<file path="config.mk">
export PLATFORM = sky130hd
export DESIGN_NAME = opb_register_bank_ppc2simulink_flat
export DESIGN_NICKNAME = d
export VERILOG_FILES = /design/src/rtl/opb_register_bank_ppc2simulink_if.sv /design/src/rtl/opb_register_bank_ppc2simulink.sv /design/src/flat_wrapper.sv
export SDC_FILE = /design/constraint.sdc
export NUM_CORES = 1
export LEC_CHECK = 0
export BUFFER_PORTS_ARGS = -buffer_cell sky130_fd_sc_hd__buf_4
export CAP_MARGIN = 20
export CORE_MARGIN = 4
export CORE_UTILIZATION = 57
export DETAILED_ROUTE_END_ITERATION = 10
export PLACE_DENSITY = 0.83
export SETUP_SLACK_MARGIN = 0.05
export SYNTH_ARGS = -nofsm -noshare
export SYNTH_HDL_FRONTEND = slang
export SYNTH_SLANG_ARGS = --single-unit
</file>
<file path="constraint.sdc">
create_clock -name OPB_Clk -period 4.8 [get_ports OPB_Clk]
set_clock_uncertainty 0.1 [all_clocks]
set_input_delay 0.96 -clock OPB_Clk [delete_from_list [all_inputs] [get_ports OPB_Clk]]
set_output_delay 0.96 -clock OPB_Clk [all_outputs]
set_load 0.02 [all_outputs]
</file>
<file path="src/rtl/opb_register_bank_ppc2simulink_if.sv">
// rtl/opb_register_bank_ppc2simulink_if.sv - OPB master/slave signal bundle for the register bank
// Ports (master view): OPB_ABus/OPB_BE/OPB_DBus/OPB_RNW/OPB_select/OPB_seqAddr driven by the master,
// Sl_DBus/Sl_errAck/Sl_retry/Sl_toutSup/Sl_xferAck returned by the slave. Bit 0 is the MSB.
interface opb_register_bank_ppc2simulink_if;
    logic [0:31] OPB_ABus;
    logic [0:3]  OPB_BE;
    logic [0:31] OPB_DBus;
    logic        OPB_RNW;
    logic        OPB_select;
    logic        OPB_seqAddr;
    logic [0:31] Sl_DBus;
    logic        Sl_errAck;
    logic        Sl_retry;
    logic        Sl_toutSup;
    logic        Sl_xferAck;

    modport master (
        output OPB_ABus, OPB_BE, OPB_DBus, OPB_RNW, OPB_select, OPB_seqAddr,
        input  Sl_DBus, Sl_errAck, Sl_retry, Sl_toutSup, Sl_xferAck
    );

    modport slave (
        input  OPB_ABus, OPB_BE, OPB_DBus, OPB_RNW, OPB_select, OPB_seqAddr,
        output Sl_DBus, Sl_errAck, Sl_retry, Sl_toutSup, Sl_xferAck
    );
endinterface

</file>
<file path="src/rtl/opb_register_bank_ppc2simulink.sv">
// rtl/opb_register_bank_ppc2simulink.sv - OPB slave exposing an atomically committed bank of 32-bit registers
// Ports: OPB_Clk (sole clock), OPB_Rst (sync active-high reset), opb (OPB slave modport),
//        user_data_out (committed bank, word k at [k*32+31:k*32]), user_load_strobe (1-cycle commit pulse).
// Map: word k at offset 4k, CTRL at 4*N_REGS (bit0 COMMIT, bit1 AUTO, bit2 pending on read),
//      COUNT at 4*N_REGS+4 (16-bit commit counter, read-only).
module opb_register_bank_ppc2simulink #(
    parameter logic [31:0] C_BASEADDR   = 32'h01180500,
    parameter logic [31:0] C_HIGHADDR   = 32'h011805FF,
    parameter int          C_OPB_AWIDTH = 32,
    parameter int          C_OPB_DWIDTH = 32,
    parameter              C_FAMILY     = "virtex6",
    parameter int          N_REGS       = 4
) (
    input  logic                             OPB_Clk,
    input  logic                             OPB_Rst,
    opb_register_bank_ppc2simulink_if.slave  opb,
    output logic [N_REGS*32-1:0]             user_data_out,
    output logic                             user_load_strobe
);
    localparam logic [29:0] CTRL_IDX  = 30'(N_REGS);
    localparam logic [29:0] COUNT_IDX = 30'(N_REGS + 1);

    typedef enum logic [1:0] {S_IDLE, S_ACK, S_GAP} state_t;

    state_t      state;
    logic [31:0] shadow [N_REGS];
    logic        auto_mode;
    logic        pending;
    logic [15:0] commit_count;
    logic        ack_q;
    logic [31:0] rdata_q;
    logic [29:0] widx_q;
    logic [0:3]  be_q;
    logic [31:0] wdata_q;
    logic        rnw_q;

    logic [31:0] abus;
    logic [31:0] offset;
    logic [29:0] word_now;
    logic        hit;
    logic [31:0] rd_mux;
    logic [31:0] shadow_sel;
    logic [31:0] merged;
    logic        is_shadow;
    logic        is_ctrl;
    logic        unused_cfg;

    assign abus     = opb.OPB_ABus;
    assign offset   = abus - C_BASEADDR;
    assign word_now = offset[31:2];
    assign hit      = opb.OPB_select && (abus >= C_BASEADDR) && (abus <= C_HIGHADDR);

    assign is_shadow = (widx_q < 30'(N_REGS));
    assign is_ctrl   = (widx_q == CTRL_IDX);

    assign opb.Sl_xferAck = ack_q;
    assign opb.Sl_DBus    = rdata_q;
    assign opb.Sl_errAck  = 1'b0;
    assign opb.Sl_retry   = 1'b0;
    assign opb.Sl_toutSup = 1'b0;

    assign unused_cfg = ^{opb.OPB_seqAddr, offset[1:0], C_OPB_AWIDTH[0], C_OPB_DWIDTH[0], C_FAMILY[0]};

    // Read data is captured when the transfer is accepted, so it reflects state before any write of this slot.
    always_comb begin
        rd_mux = '0;
        for (int k = 0; k < N_REGS; k++) begin
            if (word_now == 30'(k)) rd_mux = shadow[k];
        end
        if (word_now == CTRL_IDX)  rd_mux = {29'b0, pending, auto_mode, 1'b0};
        if (word_now == COUNT_IDX) rd_mux = {16'b0, commit_count};
    end

    // Byte-lane merge: BE[b] owns DBus[8b:8b+7], i.e. little-endian bits 31-8b downto 24-8b.
    always_comb begin
        shadow_sel = '0;
        for (int k = 0; k < N_REGS; k++) begin
            if (widx_q == 30'(k)) shadow_sel = shadow[k];
        end
        merged = shadow_sel;
        for (int b = 0; b < 4; b++) begin
            if (be_q[b]) merged[31-8*b -: 8] = wdata_q[31-8*b -: 8];
        end
    end

    always_ff @(posedge OPB_Clk) begin
        if (OPB_Rst) begin
            state            <= S_IDLE;
            ack_q            <= 1'b0;
            rdata_q          <= '0;
            user_load_strobe <= 1'b0;
            user_data_out    <= '0;
            auto_mode        <= 1'b0;
            pending          <= 1'b0;
            commit_count     <= '0;
            widx_q           <= '0;
            be_q             <= '0;
            wdata_q          <= '0;
            rnw_q            <= 1'b0;
            for (int k = 0; k < N_REGS; k++) shadow[k] <= '0;
        end else begin
            ack_q            <= 1'b0;
            rdata_q          <= '0;
            user_load_strobe <= 1'b0;
            case (state)
                S_IDLE: begin
                    if (hit) begin
                        state   <= S_ACK;
                        ack_q   <= 1'b1;
                        rnw_q   <= opb.OPB_RNW;
                        widx_q  <= word_now;
                        be_q    <= opb.OPB_BE;
                        wdata_q <= opb.OPB_DBus;
                        if (opb.OPB_RNW) rdata_q <= rd_mux;
                    end
                end
                S_ACK: begin
                    state <= S_GAP;
                    if (!rnw_q) begin
                        if (is_shadow) begin
                            for (int k = 0; k < N_REGS; k++) begin
                                if (widx_q == 30'(k)) begin
                                    shadow[k] <= merged;
                                    if (auto_mode) user_data_out[k*32 +: 32] <= merged;
                                end
                            end
                            // An auto-mode write is itself a commit, so it does not leave work pending.
                            if (auto_mode) begin
                                user_load_strobe <= 1'b1;
                                commit_count     <= commit_count + 16'd1;
                                pending          <= 1'b0;
                            end else begin
                                pending <= 1'b1;
                            end
                        end else if (is_ctrl && be_q[3]) begin
                            auto_mode <= wdata_q[1];
                            if (wdata_q[0]) begin
                                for (int k = 0; k < N_REGS; k++) user_data_out[k*32 +: 32] <= shadow[k];
                                user_load_strobe <= 1'b1;
                                commit_count     <= commit_count + 16'd1;
                                pending          <= 1'b0;
                            end
                        end
                    end
                end
                default: state <= S_IDLE;
            endcase
        end
    end
endmodule

</file>
<file path="src/flat_wrapper.sv">
// flat-port wrapper written by rule: the top's interface ports become plain ports
module opb_register_bank_ppc2simulink_flat 
#(
    parameter logic [31:0] C_BASEADDR   = 32'h01180500,
    parameter logic [31:0] C_HIGHADDR   = 32'h011805FF,
    parameter int          C_OPB_AWIDTH = 32,
    parameter int          C_OPB_DWIDTH = 32,
    parameter              C_FAMILY     = "       ",
    parameter int          N_REGS       = 4
)
  (OPB_Clk, OPB_Rst, user_data_out, user_load_strobe, opb_OPB_ABus, opb_OPB_BE, opb_OPB_DBus, opb_OPB_RNW, opb_OPB_select, opb_OPB_seqAddr, opb_Sl_DBus, opb_Sl_errAck, opb_Sl_retry, opb_Sl_toutSup, opb_Sl_xferAck);
  opb_register_bank_ppc2simulink_if opb_i ();
  input  logic OPB_Clk;
  input  logic OPB_Rst;
  output logic [N_REGS*32-1:0] user_data_out;
  output logic user_load_strobe;
  input wire logic [$bits(opb_i.OPB_ABus)-1:0] opb_OPB_ABus;
  input wire logic [$bits(opb_i.OPB_BE)-1:0] opb_OPB_BE;
  input wire logic [$bits(opb_i.OPB_DBus)-1:0] opb_OPB_DBus;
  input wire logic [$bits(opb_i.OPB_RNW)-1:0] opb_OPB_RNW;
  input wire logic [$bits(opb_i.OPB_select)-1:0] opb_OPB_select;
  input wire logic [$bits(opb_i.OPB_seqAddr)-1:0] opb_OPB_seqAddr;
  output wire logic [$bits(opb_i.Sl_DBus)-1:0] opb_Sl_DBus;
  output wire logic [$bits(opb_i.Sl_errAck)-1:0] opb_Sl_errAck;
  output wire logic [$bits(opb_i.Sl_retry)-1:0] opb_Sl_retry;
  output wire logic [$bits(opb_i.Sl_toutSup)-1:0] opb_Sl_toutSup;
  output wire logic [$bits(opb_i.Sl_xferAck)-1:0] opb_Sl_xferAck;
  assign opb_i.OPB_ABus = opb_OPB_ABus;
  assign opb_i.OPB_BE = opb_OPB_BE;
  assign opb_i.OPB_DBus = opb_OPB_DBus;
  assign opb_i.OPB_RNW = opb_OPB_RNW;
  assign opb_i.OPB_select = opb_OPB_select;
  assign opb_i.OPB_seqAddr = opb_OPB_seqAddr;
  assign opb_Sl_DBus = opb_i.Sl_DBus;
  assign opb_Sl_errAck = opb_i.Sl_errAck;
  assign opb_Sl_retry = opb_i.Sl_retry;
  assign opb_Sl_toutSup = opb_i.Sl_toutSup;
  assign opb_Sl_xferAck = opb_i.Sl_xferAck;
  opb_register_bank_ppc2simulink #(.C_BASEADDR(C_BASEADDR), .C_HIGHADDR(C_HIGHADDR), .C_OPB_AWIDTH(C_OPB_AWIDTH), .C_OPB_DWIDTH(C_OPB_DWIDTH), .C_FAMILY(C_FAMILY), .N_REGS(N_REGS)) u_core (.OPB_Clk(OPB_Clk), .OPB_Rst(OPB_Rst), .opb(opb_i), .user_data_out(user_data_out), .user_load_strobe(user_load_strobe));
endmodule
</file>
==> results of run 1 <==
==> cells in the final DEF (no fill, tap or decap), types with 16 or more instances in the layout <==
cell       count
o21ai_0       39
a21oi_1       46
o21a_1       145
edfxtp_1     128
buf_4        266
dfxtp_1      247
mux4_2        63
or2_2         35
xor2_1        16
clkbuf_16     41
and2_1       129
nand2_1      174
nor2_1        38
a22o_1       125
==> final timing paths <==
path,to,depth (start not counted),slack (ns),from
min,u_core.user_data_out[0],2,0.35,u_core.user_data_out[0]
max,u_core.shadow[3][10],7,1.05,u_core.widx_q[3]
max reg2reg,u_core.shadow[3][10],7,1.05,u_core.widx_q[3]
min reg2reg,u_core.user_data_out[0],2,0.35,u_core.user_data_out[0]
==> area by class of cell <==
type	count	area, µm²
Timing Repair Buffer	269	2060
Clock inverter	17	141
Inverter	7	26.3
Clock buffer	53	1160
Multi-Input combinational cell	995	7520
Fill cell	1969	8560
Tap cell	384	480
Sequential cell	377	8830
==> cell families (layout without fill, tap and decap cells) <==
| logic type | Yosys count | count (layout) | synth area share |
|---|---|---|---|
| AND/OR/NAND/NOR | 486 | 486 | 0.154 |
| AO/OA/AOI/OAI | 413 | 413 | 0.185 |
| flip-flops | 377 | 377 | 0.529 |
| buffers and inverters | 122 | 346 | 0.0299 |
| multiplexers | 70 | 70 | 0.0893 |
| XOR/XNOR | 20 | 20 | 0.0105 |
| adder cells (fa/ha/maj) | 3 | 3 | 0.00225 |
| other | 1 | 3 | 0.000225 |
==> sequential cells by signal, summed over array words and instances (netlist names) <==
signal,flops
u_core.shadow,128
u_core.user_data_out,128
u_core.opb.Sl_DBus,32
u_core.wdata_q,32
u_core.widx_q,30
u_core.commit_count,16
u_core.be_q,4
u_core.state,2
u_core.auto_mode,1
u_core.opb.Sl_xferAck,1
u_core.pending,1
u_core.rnw_q,1
u_core.user_load_strobe,1
==> where the power goes <==
group	total [mW]	switching [mW]	internal [mW]
combinational	0.315	0.185	0.130
sequential	3.38	0.0404	3.34
clock	3.05	1.24	1.80
==> per-layer routing <==
metal | GRT usage | wire, µm | vias up
met1 | 0.419 | 19600 | 6539
met2 | 0.488 | 23700 | 826
met4 | 0.101 | 1540 | 2
li1 | - | - | 5892
met5 | 0 | 8 | -
met3 | 0.0706 | 5740 | 122
==> worst min-delay path, stage by stage, from the launching register on <==
cell and delay [ns]:
dfxtp_1 0.31, nand2_1 0.05, nand2_1 0.04
==> impl_metrics.env, run 1 <==
export IMPL_syn_area_per_cell_um2=11.2
export IMPL_rows=62
export IMPL_rsz0062_at_grt="no"
export IMPL_critPathMaxStageDelay_ns=0.72
export IMPL_detail_route_wl_per_cell_um=24.0
export IMPL_antenna_found_initial=1
export IMPL_async_flop_share=0
export IMPL_maxSlewViolCount=0
export IMPL_cts_buffer_depth=3
export IMPL_initial_utilization=0.580
export IMPL_synth_ff_type="dfxtp_1"
export IMPL_overflow=0
export IMPL_synth_seq_cells=377
export IMPL_worst_slew_margin_rel=0.323
export IMPL_die_x_um=179
export IMPL_clock_root_buffer="clkbuf_16"
export IMPL_worst_slew_pin_slew_ns=1.02
export IMPL_crit_path_frequent_cell="or3_1"
export IMPL_synth_distinct_cells=66
export IMPL_yosys_warnings=0
export IMPL_grt_pass1_vias=13300
export IMPL_path_buf_inv=1
export IMPL_drt_vias_per_instance=6.37
export IMPL_path_cells="nor4_1, nand4_1, or3_1, or3_1, nor2_2, buf_4, and2_1"
export IMPL_path_class="register to register"
export IMPL_holdWs_ns=0.350
export IMPL_drive_gt1_frac=0.273
export IMPL_fin_tns_setup_ns=0
export IMPL_syn_instance_count=1492
export IMPL_critPathSlowestCell="or3_1"
export IMPL_cts_hold_buf=0
export IMPL_setup_ws_ns=1.05
export IMPL_max_freq_ghz=0.267
export IMPL_io_pins=238
export IMPL_critPathRequiredTime_ns=5.08
export IMPL_routed_wl_um=50500
export IMPL_synth_top_area_share=0.299
export IMPL_clk_latency_ns=0.52
export IMPL_cpLargestDelayFamily="simple AND/OR/NAND/NOR gates"
export IMPL_cts_sinks=377
export IMPL_fin_cells=2102
export IMPL_postCtsSetupBuffers=0
export IMPL_drc=0
export IMPL_yosysMostFrequentCell="dfxtp_1"
export IMPL_cp_max_fo=18
export IMPL_die_area_mm2=0.0321
export IMPL_end_kind="register"
export IMPL_die_height_um=179
export IMPL_synth_edf_count=128
export IMPL_ir_worst_vdd_uv=265
export IMPL_finish_utilization=0.702
export IMPL_status="finished clean"
export IMPL_grt_max_degree=94
export IMPL_syn_to_final_growth_pct=21.1
export IMPL_min_period_over_period=0.780
export IMPL_place_gp_congestion=0.854
export IMPL_fp_coreArea_mm2=0.0288
export IMPL_setup_viol=0
export IMPL_post_dp_cell_area_mm2=0.0189
export IMPL_worstPathArrival_ns=4.03
export IMPL_synth_top_cells_by_area="dfxtp_1 (30%), edfxtp_1 (23%), mux4_2 (8.5%)"
export IMPL_synth_common_cells="dfxtp_1 (249), nand2_1 (174), o21a_1 (145), and2_1 (129), edfxtp_1 (128)"
export IMPL_grt_pass1_wl_um=75800
export IMPL_power_density_mw_per_mm2=334
export IMPL_leakage_nw=7.88
export IMPL_finalHoldViolations=0
export IMPL_post_dp_hpwl_um=31500
export IMPL_vias=13400
export IMPL_netlist_area_mm2=0.0167
export IMPL_start_kind="register"
export IMPL_cts_htree_levels=2
export IMPL_ant_nets=0
export IMPL_dp_cells=2032
export IMPL_cts_repair_resized=0
export IMPL_fin_area_mm2=0.0202
export IMPL_path_clk_slew_ns=0.06
export IMPL_antenna_cells=0
export IMPL_drtPass1Iterations=5
export IMPL_dp_slack_ns=0.861
export IMPL_cts_made_buffers=39
export IMPL_seq_area_frac_synth=0.529
export IMPL_portBuffers=233
export IMPL_drt_iter0_drc=1330
export IMPL_synth_top_area_cell="dfxtp_1"
export IMPL_nNetsFinal=1765
export IMPL_drv_cap=0
export IMPL_fin_crit_ns=3.75
export IMPL_power_mw=6.75
export IMPL_min_path_type="register to register"
export IMPL_cts_tree="built"
export IMPL_grt_util_all_layers=0.307
No activity file was read; power rests on OpenSTA's default activity.
==> run 2, diff against run 1 <==
--- a/config.mk
+++ b/config.mk
@@ -8,9 +8,9 @@
 export BUFFER_PORTS_ARGS = -buffer_cell sky130_fd_sc_hd__buf_4
 export CAP_MARGIN = 20
 export CORE_MARGIN = 4
-export CORE_UTILIZATION = 57
+export CORE_UTILIZATION = 52
 export DETAILED_ROUTE_END_ITERATION = 10
-export PLACE_DENSITY = 0.83
+export PLACE_DENSITY = 0.8
 export SETUP_SLACK_MARGIN = 0.05
 export SYNTH_ARGS = -nofsm -noshare
 export SYNTH_HDL_FRONTEND = slang
==> constraint.sdc (replaced) <==
create_clock -name OPB_Clk -period 3.02 [get_ports OPB_Clk]
set_clock_uncertainty 0.1 [all_clocks]
set_input_delay 0.604 -clock OPB_Clk [delete_from_list [all_inputs] [get_ports OPB_Clk]]
set_output_delay 0.604 -clock OPB_Clk [all_outputs]
set_load 0.02 [all_outputs]
==> run 2 against run 1 <==
  * Flip-flop and latch count unchanged
  * Final cell count up 4.7%
  * Routed wire length up 2.0%
  * Via count up 2.1%
  * Critical path depth up 1
  * Worst setup slack worse by 0.98 ns
  * Global-route usage down 2.4 points
  * Critical path type is now primary input to register
  * Critical endpoint is now u_core.opb.Sl_DBus[12]
  * Largest cell class unchanged
  * Highest routed layer unchanged
==> impl_metrics.env, run 2 (synthesized netlist as in run 1, its figures left out) <==
export IMPL_antenna_cells=0
export IMPL_ir_worst_vdd_uv=358
export IMPL_rows=65
export IMPL_status="finished clean"
export IMPL_nNetsFinal=1845
export IMPL_cts_tree="built"
export IMPL_drt_vias_per_instance=6.21
export IMPL_path_class="primary input to register"
export IMPL_place_gp_congestion=0.905
export IMPL_critPathRequiredTime_ns=3.40
export IMPL_worstRegToRegCells=9
export IMPL_layout_cells_most_common="buf_4"
export IMPL_grt_pass1_wl_um=79000
export IMPL_worst_slew_pin_slew_ns=0.881
export IMPL_max_freq_ghz=0.340
export IMPL_cts_buffer_depth=3
export IMPL_mostFrequentLayoutCells="buf_4 (333), dfxtp_1 (247), nand2_1 (174)"
export IMPL_ant_nets=0
export IMPL_critPathSlowestCell="or3b_4"
export IMPL_setup_viol=0
export IMPL_hold_end="u_core.widx_q[6]"
export IMPL_initial_utilization=0.528
export IMPL_maxSlewViolCount=0
export IMPL_drive_gt1_frac=0.309
export IMPL_min_delay_start="opb_OPB_ABus[8]"
export IMPL_overflow=0
export IMPL_path_cells="buf_4, or4_4, or4_1, o32ai_1, o2111ai_1, a311o_1, or3b_4, and2b_1"
export IMPL_holdPathStages=2
export IMPL_grt_max_degree=51
export IMPL_ff2ff_setup_slack_ns=0.16
export IMPL_cts_sinks=377
export IMPL_leakage_nw=8.34
export IMPL_vias=13700
export IMPL_io_pins=238
export IMPL_end_kind="register"
export IMPL_post_dp_hpwl_um=33400
export IMPL_detail_route_wl_per_cell_um=23.4
export IMPL_power_density_mw_per_mm2=512
export IMPL_cts_hold_buf=0
export IMPL_min_path_type="primary input to register"
export IMPL_drt_iter0_drc=1536
export IMPL_post_dp_cell_area_mm2=0.0197
export IMPL_cts_made_buffers=39
export IMPL_grt_pass1_vias=13800
export IMPL_critPathMaxStageDelay_ns=0.59
export IMPL_cp_depth=8
export IMPL_clock_root_buffer="clkbuf_16"
export IMPL_die_height_um=187
export IMPL_start_kind="primary input"
export IMPL_cts_htree_levels=2
export IMPL_grt_util_all_layers=0.283
export IMPL_cp_max_fo=16
export IMPL_fin_crit_ns=2.94
export IMPL_fin_area_mm2=0.0210
export IMPL_path_clk_slew_ns=0.06
export IMPL_die_x_um=187
export IMPL_r2r_end="u_core.user_data_out[15]"
export IMPL_routed_wl_um=51500
export IMPL_worst_slew_margin_rel=0.412
export IMPL_drc=0
export IMPL_finalHoldViolations=0
export IMPL_drv_cap=0
export IMPL_worstPathArrival_ns=3.32
export IMPL_power_mw=10.8
export IMPL_rsz0062_at_grt="no"
export IMPL_drtPass1Iterations=7
export IMPL_syn_to_final_growth_pct=26.0
export IMPL_r2r_start="u_core.widx_q[3]"
export IMPL_clk_latency_ns=0.53
export IMPL_min_period_over_period=0.974
export IMPL_portBuffers=233
export IMPL_largestRegisters="u_core.shadow (128), u_core.user_data_out (128)"
export IMPL_antenna_found_initial=1
export IMPL_fp_coreArea_mm2=0.0316
export IMPL_cpLargestDelayFamily="simple AND/OR/NAND/NOR gates"
export IMPL_die_area_mm2=0.0350
export IMPL_path_buf_inv=1
export IMPL_holdWs_ns=0.185
run 2: cell count changes in the layout (fill, tap and decap cells not counted), sizes merged:
cell	before	now
buf	269	348
clkbuf	53	54
bufinv	2	1
clkinvlp	0	1
bufbuf	0	1
run 2: repair_timing:
action                                  in CTS  in global routing
gates resized for setup                      4                 13
buffers inserted                             2                  0
pin swaps                                    0                  0
endpoints found under the setup margin     191                180
cloned                                       1                  0
run 2: area by class of cell:
cell class                 count  area, µm²
clock inverter                17        128
tap                          402        503
multi-input combinational    995       7570
fill                        2272      10600
clock buffer                  54       1170
sequential                   377       8830
timing repair buffer         349       2810
inverter                       7       26.3
run 2: report_power, final:
| group | switching, mW | internal (mW) | total, mW | leakage (nW) |
|---|---|---|---|---|
| combinational | 0.304 | 0.259 | 0.563 | 4.43 |
| clock | 2.02 | 2.81 | 4.83 | 0.644 |
| sequential | 0.0654 | 5.31 | 5.38 | 3.26 |
| total | 2.39 | 8.39 | 10.8 | 8.34 |
run 2: worst max-delay path by stage:
stage | slack [ns] | from | end
finish | 0.08 | opb_OPB_ABus[17] | u_core.opb.Sl_DBus[12]
global route | 0.05 | u_core.widx_q[8] | u_core.user_data_out[15]
CTS | 0.12 | opb_OPB_ABus[17] | u_core.opb.Sl_DBus[12]
detailed placement | -0.40 | opb_OPB_ABus[17] | u_core.opb.Sl_DBus[12]
global placement | -0.38 | opb_OPB_ABus[17] | u_core.opb.Sl_DBus[11]
floorplan | -0.12 | u_core.widx_q[11] | u_core.shadow[3][0]
run 2: per-stage QoR:
step / std cells / setup WS, ns / TNS [ns] / utilization
finish: 2201 / 0.0799 / 0 / 0.665
global route: 2201 / 0.0500 / 0 / 0.665
CTS: 2201 / 0.115 / 0 / 0.664
detailed placement: 2127 / -0.403 / -13.32 / 0.621
global placement: 2126 / -0.380 / -12.20 / 0.620
floorplan: 1494 / -0.122 / -11.66 / -
run 2: layer usage:
layer | routed length, µm | track usage
met2 | 24300 | 0.461
met3 | 5020 | 0.0625
met4 | 1510 | 0.0848
met1 | 20600 | 0.383
met5 | 9 | 0
